File: config.mk
export PLATFORM = sky130hd
export DESIGN_NAME = seg_scan_mux
export DESIGN_NICKNAME = d
export VERILOG_FILES = /design/src/rtl/seg_pkg.sv /design/src/rtl/seg_hex_decode.sv /design/src/rtl/seg_scan_mux.sv
export SDC_FILE = /design/constraint.sdc
export NUM_CORES = 1
export LEC_CHECK = 0
export CAP_MARGIN = 20
export CORE_MARGIN = 2
export CORE_UTILIZATION = 56
export CTS_BUF_LIST = sky130_fd_sc_hd__clkbuf_8
export DETAILED_ROUTE_END_ITERATION = 10
export HOLD_SLACK_MARGIN = 0.15
export PLACE_DENSITY = 0.78
export SLEW_MARGIN = 20
export SYNTH_ARGS = -nofsm -noshare
export SYNTH_HDL_FRONTEND = slang
export SYNTH_SLANG_ARGS = --single-unit
File: constraint.sdc
create_clock -name mclk -period 3.9 [get_ports mclk]
set_input_delay 0.78 -clock mclk [delete_from_list [all_inputs] [get_ports mclk]]
set_output_delay 0.78 -clock mclk [all_outputs]
set_load 0.1 [all_outputs]
File: src/rtl/seg_pkg.sv
// seg_pkg: shared constants and helpers for the seven-segment scan multiplexer.
//   - segment bit positions inside the 8-bit seg_data word
//   - active-high glyph table for hex digits 0-F (b and d lowercase)
//   - per-digit storage record (nibble, decimal point, blank)
//   - polarity helpers applied only at the output registers
package seg_pkg;

  // Bit positions within seg_data (active-high view).
  localparam int SEG_A  = 0;
  localparam int SEG_B  = 1;
  localparam int SEG_C  = 2;
  localparam int SEG_D  = 3;
  localparam int SEG_E  = 4;
  localparam int SEG_F  = 5;
  localparam int SEG_G  = 6;
  localparam int SEG_DP = 7;

  // Glyphs as {g,f,e,d,c,b,a}, 1 = segment lit.
  localparam logic [6:0] GLYPH_0 = 7'h3F;
  localparam logic [6:0] GLYPH_1 = 7'h06;
  localparam logic [6:0] GLYPH_2 = 7'h5B;
  localparam logic [6:0] GLYPH_3 = 7'h4F;
  localparam logic [6:0] GLYPH_4 = 7'h66;
  localparam logic [6:0] GLYPH_5 = 7'h6D;
  localparam logic [6:0] GLYPH_6 = 7'h7D;
  localparam logic [6:0] GLYPH_7 = 7'h07;
  localparam logic [6:0] GLYPH_8 = 7'h7F;
  localparam logic [6:0] GLYPH_9 = 7'h6F;
  localparam logic [6:0] GLYPH_A = 7'h77;
  localparam logic [6:0] GLYPH_B = 7'h7C;  // lowercase b
  localparam logic [6:0] GLYPH_C = 7'h39;
  localparam logic [6:0] GLYPH_D = 7'h5E;  // lowercase d
  localparam logic [6:0] GLYPH_E = 7'h79;
  localparam logic [6:0] GLYPH_F = 7'h71;

  // One digit of shadow or display storage.
  typedef struct packed {
    logic [3:0] data;
    logic       dp;
    logic       blank;
  } digit_t;

  // Reset value of every stored digit: dark, nibble 0, no decimal point.
  localparam digit_t DIGIT_RESET = '{data: 4'h0, dp: 1'b0, blank: 1'b1};

  // Convert an active-high segment word to the pin polarity.
  function automatic logic [7:0] seg_polarity(input logic [7:0] v, input int active_low);
    return (active_low != 0) ? ~v : v;
  endfunction

  // Convert an active-high common-enable word (up to 16 digits) to pin polarity.
  function automatic logic [15:0] com_polarity(input logic [15:0] v, input int active_low);
    return (active_low != 0) ? ~v : v;
  endfunction

endpackage

File: src/rtl/seg_hex_decode.sv
// seg_hex_decode: combinational hex nibble to seven-segment decoder.
// Ports:
//   nibble - 4-bit hex value
//   seg    - 7 segments {g,f,e,d,c,b,a}, active-high
module seg_hex_decode
  import seg_pkg::*;
(
  input  logic [3:0] nibble,
  output logic [6:0] seg
);

  always_comb begin
    seg = GLYPH_0;
    case (nibble)
      4'h0: seg = GLYPH_0;
      4'h1: seg = GLYPH_1;
      4'h2: seg = GLYPH_2;
      4'h3: seg = GLYPH_3;
      4'h4: seg = GLYPH_4;
      4'h5: seg = GLYPH_5;
      4'h6: seg = GLYPH_6;
      4'h7: seg = GLYPH_7;
      4'h8: seg = GLYPH_8;
      4'h9: seg = GLYPH_9;
      4'hA: seg = GLYPH_A;
      4'hB: seg = GLYPH_B;
      4'hC: seg = GLYPH_C;
      4'hD: seg = GLYPH_D;
      4'hE: seg = GLYPH_E;
      4'hF: seg = GLYPH_F;
      default: seg = GLYPH_0;
    endcase
  end

endmodule

File: src/rtl/seg_scan_mux.sv
// seg_scan_mux: time-multiplexed seven-segment display driver with a
// double-buffered digit store.
//
// A prescaler divides mclk into digit slots of SCAN_DIV cycles. Each slot
// lights one digit; the first BLANK_CYC cycles of a slot keep every common
// line off so the previous digit's segments do not ghost onto the next one.
//
// Host writes land in a shadow buffer. A commit request is held pending and
// the whole shadow is copied to the display buffer only at the end of a
// frame (tick while the last digit is shown), so a frame never mixes old
// and new contents.
//
// Ports:
//   mclk     - clock, all state on the rising edge
//   rst      - asynchronous active-high reset
//   wr_en    - write one shadow digit this cycle
//   wr_addr  - shadow digit index (indices >= N_DIGITS are ignored)
//   wr_data  - hex nibble for that digit
//   wr_dp    - decimal point on for that digit
//   wr_blank - digit fully dark when set
//   commit   - request shadow-to-display copy at the next frame boundary
//   busy     - high while a commit is pending
//   seg_com  - one-hot digit enable (polarity COM_ACTIVE_LOW)
//   seg_data - {dp, g..a} segments (polarity SEG_ACTIVE_LOW)
//
// Handshake: there is no ready on the write port; every wr_en cycle is
// accepted. commit is a one-cycle request; busy reports that a copy is
// still outstanding, and further commits while busy merge into it.
module seg_scan_mux
  import seg_pkg::*;
#(
  parameter int N_DIGITS       = 8,
  parameter int SCAN_DIV       = 1000,
  parameter int BLANK_CYC      = 2,
  parameter int COM_ACTIVE_LOW = 1,
  parameter int SEG_ACTIVE_LOW = 1
) (
  input  logic                        mclk,
  input  logic                        rst,
  input  logic                        wr_en,
  input  logic [$clog2(N_DIGITS)-1:0] wr_addr,
  input  logic [3:0]                  wr_data,
  input  logic                        wr_dp,
  input  logic                        wr_blank,
  input  logic                        commit,
  output logic                        busy,
  output logic [N_DIGITS-1:0]         seg_com,
  output logic [7:0]                  seg_data
);

  localparam int AW = $clog2(N_DIGITS);
  localparam int PW = $clog2(SCAN_DIV);

  localparam logic [PW-1:0] PRESC_LAST = PW'(SCAN_DIV - 1);
  localparam logic [AW-1:0] IDX_LAST   = AW'(N_DIGITS - 1);

  // Output values while in reset: every common line and segment off.
  localparam logic [15:0] COM_OFF_W = com_polarity(16'h0000, COM_ACTIVE_LOW);
  localparam logic [N_DIGITS-1:0] COM_OFF = COM_OFF_W[N_DIGITS-1:0];
  localparam logic [7:0] SEG_OFF = seg_polarity(8'h00, SEG_ACTIVE_LOW);

  // Scan state.
  logic [PW-1:0] presc_q, presc_d;
  logic [AW-1:0] idx_q, idx_d;
  logic          tick;

  // Commit state.
  logic pending_q, pending_d;
  logic swap;

  // Digit buffers, kept as flat registers.
  digit_t shadow_q  [N_DIGITS];
  digit_t shadow_d  [N_DIGITS];
  digit_t display_q [N_DIGITS];
  digit_t display_d [N_DIGITS];

  // Output path, active-high until the final polarity stage.
  digit_t                cur_digit;
  logic [6:0]            glyph;
  logic [N_DIGITS-1:0]   com_hi;
  logic [7:0]            seg_hi;
  logic [15:0]           com_pin_w;
  logic [N_DIGITS-1:0]   seg_com_d;
  logic [7:0]            seg_data_d;

  logic [N_DIGITS-1:0]   seg_com_q;
  logic [7:0]            seg_data_q;

  // ---------------------------------------------------------------------
  // Next-state logic
  // ---------------------------------------------------------------------
  always_comb begin
    tick    = (presc_q == PRESC_LAST);
    presc_d = tick ? '0 : presc_q + PW'(1);

    idx_d = idx_q;
    if (tick) begin
      idx_d = (idx_q == IDX_LAST) ? '0 : idx_q + AW'(1);
    end
  end

  // Shadow write. The updated shadow (including this cycle's write) is what
  // a swap on this same edge copies into the display.
  always_comb begin
    for (int i = 0; i < N_DIGITS; i++) begin
      shadow_d[i] = shadow_q[i];
    end
    if (wr_en && (int'(wr_addr) < N_DIGITS)) begin
      shadow_d[wr_addr] = '{data: wr_data, dp: wr_dp, blank: wr_blank};
    end
  end

  // Frame-boundary swap. A commit arriving in the swap cycle itself is
  // served by that swap instead of leaving a fresh pending request behind.
  always_comb begin
    swap      = tick && (idx_q == IDX_LAST) && (pending_q || commit);
    pending_d = swap ? 1'b0 : (pending_q || commit);
    for (int i = 0; i < N_DIGITS; i++) begin
      display_d[i] = swap ? shadow_d[i] : display_q[i];
    end
  end

  // ---------------------------------------------------------------------
  // Output formation
  // The output registers are loaded from next-state scan values so that
  // seg_com/seg_data line up with the prescaler slot they belong to: the
  // cycle after a tick already shows the new digit (and its blank window).
  // ---------------------------------------------------------------------
  assign cur_digit = display_d[idx_d];

  seg_hex_decode u_hex_decode (
    .nibble (cur_digit.data),
    .seg    (glyph)
  );

  always_comb begin
    com_hi = '0;
    if (int'(presc_d) >= BLANK_CYC) begin
      com_hi[idx_d] = 1'b1;
    end

    seg_hi = '0;
    if (!cur_digit.blank) begin
      seg_hi[SEG_DP]      = cur_digit.dp;
      seg_hi[SEG_G:SEG_A] = glyph;
    end

    com_pin_w  = com_polarity(16'(com_hi), COM_ACTIVE_LOW);
    seg_com_d  = com_pin_w[N_DIGITS-1:0];
    seg_data_d = seg_polarity(seg_hi, SEG_ACTIVE_LOW);
  end

  // ---------------------------------------------------------------------
  // Registers
  // ---------------------------------------------------------------------
  always_ff @(posedge mclk or posedge rst) begin
    if (rst) begin
      presc_q   <= '0;
      idx_q     <= '0;
      pending_q <= 1'b0;
      for (int i = 0; i < N_DIGITS; i++) begin
        shadow_q[i]  <= DIGIT_RESET;
        display_q[i] <= DIGIT_RESET;
      end
      seg_com_q  <= COM_OFF;
      seg_data_q <= SEG_OFF;
    end else begin
      presc_q   <= presc_d;
      idx_q     <= idx_d;
      pending_q <= pending_d;
      for (int i = 0; i < N_DIGITS; i++) begin
        shadow_q[i]  <= shadow_d[i];
        display_q[i] <= display_d[i];
      end
      seg_com_q  <= seg_com_d;
      seg_data_q <= seg_data_d;
    end
  end

  assign busy     = pending_q;
  assign seg_com  = seg_com_q;
  assign seg_data = seg_data_q;

endmodule

Yosys cells after proc, flatten, opt, wreduce, memory -nomap -nowiden

Memories as Yosys holds them, arrays and structs flattened.
Index checks and enable logic that the tools add are counted.

Add/subtract/negate cells: 2
$lt $le $gt $ge: 6
Eq/ne operators: 2
Mux-type cells: 23
Bitwise operators: 4
Reductions and logical operators: 5

Operators by type and width:

| cell                    | count |
|---|---|
| $mux W6                 | 11 |
| $bwmux W48              | 1 |
| $mux W48                | 1 |
| $bmux W6 S3             | 1 |
| $demux W6 S3            | 1 |
| $mux W8                 | 2 |
| $not A8 Y8              | 2 |
| $add A10 B1 Y10 const B | 1 |
| $eq A10 B10 Y1 const B  | 1 |
| $ge A10 B2 Y1 const B   | 1 |
| $mux W10                | 1 |
| $ge A4 B4 Y1 const B    | 2 |
| $not A3 Y4              | 2 |
| $mux W3                 | 2 |
| $logic_and A1 B1 Y1     | 4 |
| $lt A3 B4 Y1 const B    | 1 |
| $lt A4 B1 Y1 const B    | 1 |
| $add A3 B1 Y3 const B   | 1 |
| $demux W1 S3            | 1 |
| $eq A3 B3 Y1 const B    | 1 |
| $ge A3 B1 Y1 const B    | 1 |
| $mux W1                 | 2 |
| $logic_or A1 B1 Y1      | 1 |

Register bits after elaboration: 126
Bits in read-only memories: 112
Input bits: 13
Output and inout port bits: 17
Logic and storage cells: 96
Memories: 1

Memories:

| memory           | depth | bits a word | read ports | clocked after memory_dff | wr ports | line                 | source |
|---|---|---|---|---|---|---|---|
| (name not given) | 16    | 7           | 1          | 0                        | 0        | seg_hex_decode.sv:14 | `case (nibble)` |

Depth between registers and ports, before layout

Gate-level depths: netlist of the first run.
An unclocked memory read counts as a cell.

Depth after elaboration: 14
Depth in mapped cells: 16
Gate-level depth less buffers: 14

Modules after synthesis

From an unflattened synthesis of the first run, not the netlist that was laid out.

Cell total of the unflattened synthesis: 441
Area, all modules: 5714.2 um^2

Modules (own cells, without submodules):

| module         | times used | cells an instance | area an instance (um^2) | seq. area each (um^2) |
|---|---|---|---|---|
| seg_scan_mux   | 1          | 408               | 5426.5                  | 3193.1 |
| seg_hex_decode | 1          | 33                | 287.8                   | 0.0 |

Worst setup path after synthesis of the first run

OpenSTA, ideal clock, no wires.

Path kind: flip-flop to flip-flop
From: register pending_q, in the netlist busy
To: register seg_data_q[1], in the netlist seg_data[1]
Library setup time: 0.082 ns
Data arrival time: 3.721 ns
Required time: 3.818 ns
Slack: 0.097 ns
Cell stages (with the launch flop): 12
Path buffers: 2
Period minus slack after synthesis: 3.803 ns
Path through: dfrtp_1 -> o21ai_1 -> nor4_4 -> buf_6 -> buf_2 -> mux2_2 -> a222oi_1 -> nand4_1 -> inv_1 -> ha_1 -> and3_1 -> a211o_1

RTL lines:

| element                  | line                | source |
|---|---|---|
| start: declaration       | seg_scan_mux.sv:68  | `logic pending_q, pending_d;` |
| start signal: assignment | seg_scan_mux.sv:170 | `pending_q <= pending_d;` |
| end signal: assignment   | seg_scan_mux.sv:176 | `seg_data_q <= seg_data_d;` |
| end: declaration         | seg_scan_mux.sv:87  | `logic [7:0] seg_data_q;` |

==> metrics.txt, run 1 <==
post-synth top area cell dfrtp_1; CP arrival a little over 4 ns; R2R cell count 10; ys async rst share 100.0%; Core Util, Final between 60 and 70%; worst hold stages 2; Iter 0 DRT Violations ~220; CTS buffer count 17; initial antenna violation count 0; Area Growth Syn to Fin 18.79%; fin nets about 580; share of layout cells above drive strength 1 around 30%; # setup viols final 0; Multi-input gate area approximately 2300 µm²; drt total wl approximately 13,000 µm; Flop pwr share between 50 and 60%; clock skew about 0.009 ns; clock power share 42.3%; switching power 0.6622 mW; Reg area between 3000 and 4000 µm²; worst slew pin tran ~1.0 ns; Slew headroom 29.85%; Slowest-stage cell, CP or4_1; vias per cell 5.842; vias in the first global route roughly 4,200; Critical Path Stages 10; die area ~11,000 µm²; pin count of the biggest net entering global routing between 100 and 150; worst endpoint required time ~4.3 ns; WS Path Type flop to flop; IO Count 30; gr usage total 25.57%; crit path time final ~3.7 ns; die width about 100 µm; Static Leakage 3.192 nW; Worst Path Max Fanout 23; max cap viols 0; Critical Path Sink Type flop; post-synth top area share approximately two fifths; Avg Cell Area, Syn ~12 µm²; Synth Flop Type dfrtp_1; power per cell area roughly 430 nW/µm²; Sw Ratio 22.93%; Die Height roughly 100 µm; Max IR drop VDD roughly 270 µV; filler cell count in the final layout around 720; slowest stage delay, CP roughly 0.67 ns; Max Slew Vio Count 0; Yosys reg bits ~130; most used cell, CP ha_1; worst skew pair latency ~0.44 ns; Final Wtd Congestion ~0.88; DR vias ~4,100; cell count after synthesis 495; drt pass-1 iters 5; Fmax roughly 270 MHz; Starting Density roughly 58%; YS warnings 0; library cells used by synthesis roughly 60; status finished clean; worst path bufs/invs 1; CP startpoint kind flop; combinational power share 7.3%; ant diodes 0; FP Rows 36; hold_buf cts 0; Tcrit/Tclk final approximately 94%; clock slew at reported path FFs 0.08 ns; Bufs on Longest Clock Path 2; htree depth 4; TritonCTS Sinks roughly 130; core area 9819 µm²; Post-synth EDFFs 0; Syn Nets just over 500; antenna viol nets, final 0; CTS tree built; Pwr Total 2.888 mW; top cells by area, synth dfrtp_1, dfstp_2, mux2_2, nand2_1, mux2i_1; Fin. Hold Viols 0; CTS Root Cell clkbuf_8; Pint between 2 and 2.5 mW; CP cell instances ha_1, ha_1, o21ai_1, nor4_4, buf_12, mux2_2, a22o_1, or4_1, and2b_1, a221o_1; WL per Instance roughly 19 µm; global-route wire length before repair between 20,000 and 25,000 µm; Port Buffers 29; Cell Area, Synth roughly 5700 µm²; Hold Path Class flop to flop; Residual DRC 0; sequential fraction of the synthesis area 55.96%; RSZ-0062 raised after global routing no; post-DP HPWL between 8000 and 9000 µm; GRT overflow 0; crit-path leading delay family simple AND/OR/NAND/NOR gates
-- tightest hold or removal path, delay by kind of cell, from the launching register on --
kind	cells	cell delay, ns
and+or+nand+nor	2	0.11
DFF	1	0.32
-- cell families after synthesis --
family,count (synthesis),share of synthesized area [%]
AO/OA/AOI/OAI,65,7.961
multiplexers,78,15.11
XOR/XNOR,5,0.7675
buffers and inverters,39,3.026
adder cells (fa/ha/maj),9,1.974
AND/OR/NAND/NOR,173,15.20
flip-flops,126,55.97
-- layout by cell type (no fill, tap or decap), drive strengths merged, types with 5 or more instances in the layout --
master,netlist,layout
buf,11,34
ha,9,9
nand3,6,6
o21ai,13,13
nor3,5,5
a22o,5,5
clkinv,2,5
dfrtp,94,94
dfstp,32,32
clkinvlp,0,6
mux2i,13,13
nor2,19,19
nor2b,5,5
clkdlybuf4s50,0,29
clkbuf,10,17
mux2,65,65
nand2,95,95
o22ai,5,5
inv,16,18
a21oi,12,12
nand4,8,8
a211o,5,5
-- synthesized netlist by cell type (2+ instances only) --
master,n
a211o_1,5
nand3_1,5
nor2b_1,5
clkbuf_1,10
dfrtp_1,94
a2bb2oi_1,2
nand2_1,95
a222oi_1,2
o21ai_0,12
and4_1,3
buf_2,9
inv_1,16
a221o_1,2
nand2b_1,3
a22o_1,5
a22oi_1,2
nand4_1,8
mux2i_1,13
or4_1,3
nor4bb_1,4
xor2_1,4
ha_1,9
mux2_2,65
or3_1,2
a21oi_1,12
nor2_1,19
a31oi_1,3
nor3_1,5
o22ai_1,5
nand4b_1,3
o2bb2ai_1,3
clkinv_1,2
a211oi_1,2
and2_1,4
and3_1,2
buf_6,2
nor4_1,2
dfstp_2,32
-- path summary, 6_finish.rpt --
path                                           end               startpoint  slack, ns
setup / recovery             seg_data[5]$_DFF_PP1_       idx_q[1]$_DFF_PP0_       0.22
hold / removal             display_q[32]$_DFF_PP0_  display_q[32]$_DFF_PP0_       0.48
max in group asynchronous  display_q[46]$_DFF_PP0_                      rst       2.56
min in group asynchronous    shadow_q[7]$_DFF_PP0_                      rst       0.88
hold reg to reg            display_q[32]$_DFF_PP0_  display_q[32]$_DFF_PP0_       0.48
setup reg to reg             seg_data[5]$_DFF_PP1_       idx_q[1]$_DFF_PP0_       0.22
-- flip-flops by register name (all words and copies together) (netlist names) --
name / cells
presc_q: 10
shadow_q: 48
seg_data: 8
busy: 1
idx_q: 3
display_q: 48
seg_com: 8
-- power by group through the flow --
stage / Combinational (mW) / Clock (mW) / Sequential (mW)
after floorplan: 0.151 / 0 / 1.47
after global placement: 0.201 / 0 / 1.47
after detailed placement: 0.211 / 0 / 1.48
after CTS: 0.213 / 1.23 / 1.45
after global routing: 0.232 / 1.29 / 1.46
final: 0.212 / 1.22 / 1.46
-- layer usage --
layer	vias up	track usage (%)	share of wire [%]
met5	-	0	0
met1	2107	33.89	45
met3	15	5.490	5.2
li1	1865	-	-
met2	114	42.81	49
met4	0	7.048	0.88
-- stage by stage --
step                std cells  TNS (ns)  worst slack (ns)  area (µm²)  hold slack, ns
finish                    702         0            0.2165        6778          0.4764
global route              702         0           0.04937        6778          0.4954
CTS                       701         0            0.1673        6770          0.4742
detailed placement        669    -1.133           -0.2022        6342          0.4582
global placement          669   -0.4541          -0.09402        6342          0.4469
floorplan                 495         0           0.09704        5709          0.4331
-- layout make-up --
class | count | share of cell area [%]
clock buffer | 17 | 3.452
clock inverter | 15 | 2.861
inverter | 18 | 1.052
multi-input combinational | 330 | 34.65
sequential | 126 | 47.11
tap | 133 | 2.455
timing repair buffer | 63 | 8.418
-- what timing repair did --
item | CTS | global route
endpoints found under the setup margin | 0 | 2
setup buffers | 0 | 1
gates resized for setup | 0 | 0
No activity file was read; power rests on OpenSTA's default activity.
==> run 2: changes to the inputs <==
CAP_MARGIN = 25   (was 20)
==> results of run 2 <==
Final layout, timing and power as in run 1 (identical DEF).
==> run 3: changes to the inputs <==
SLEW_MARGIN = 0   (was 20)
==> results of run 3 <==
Final layout, timing and power as in run 1 (identical DEF).
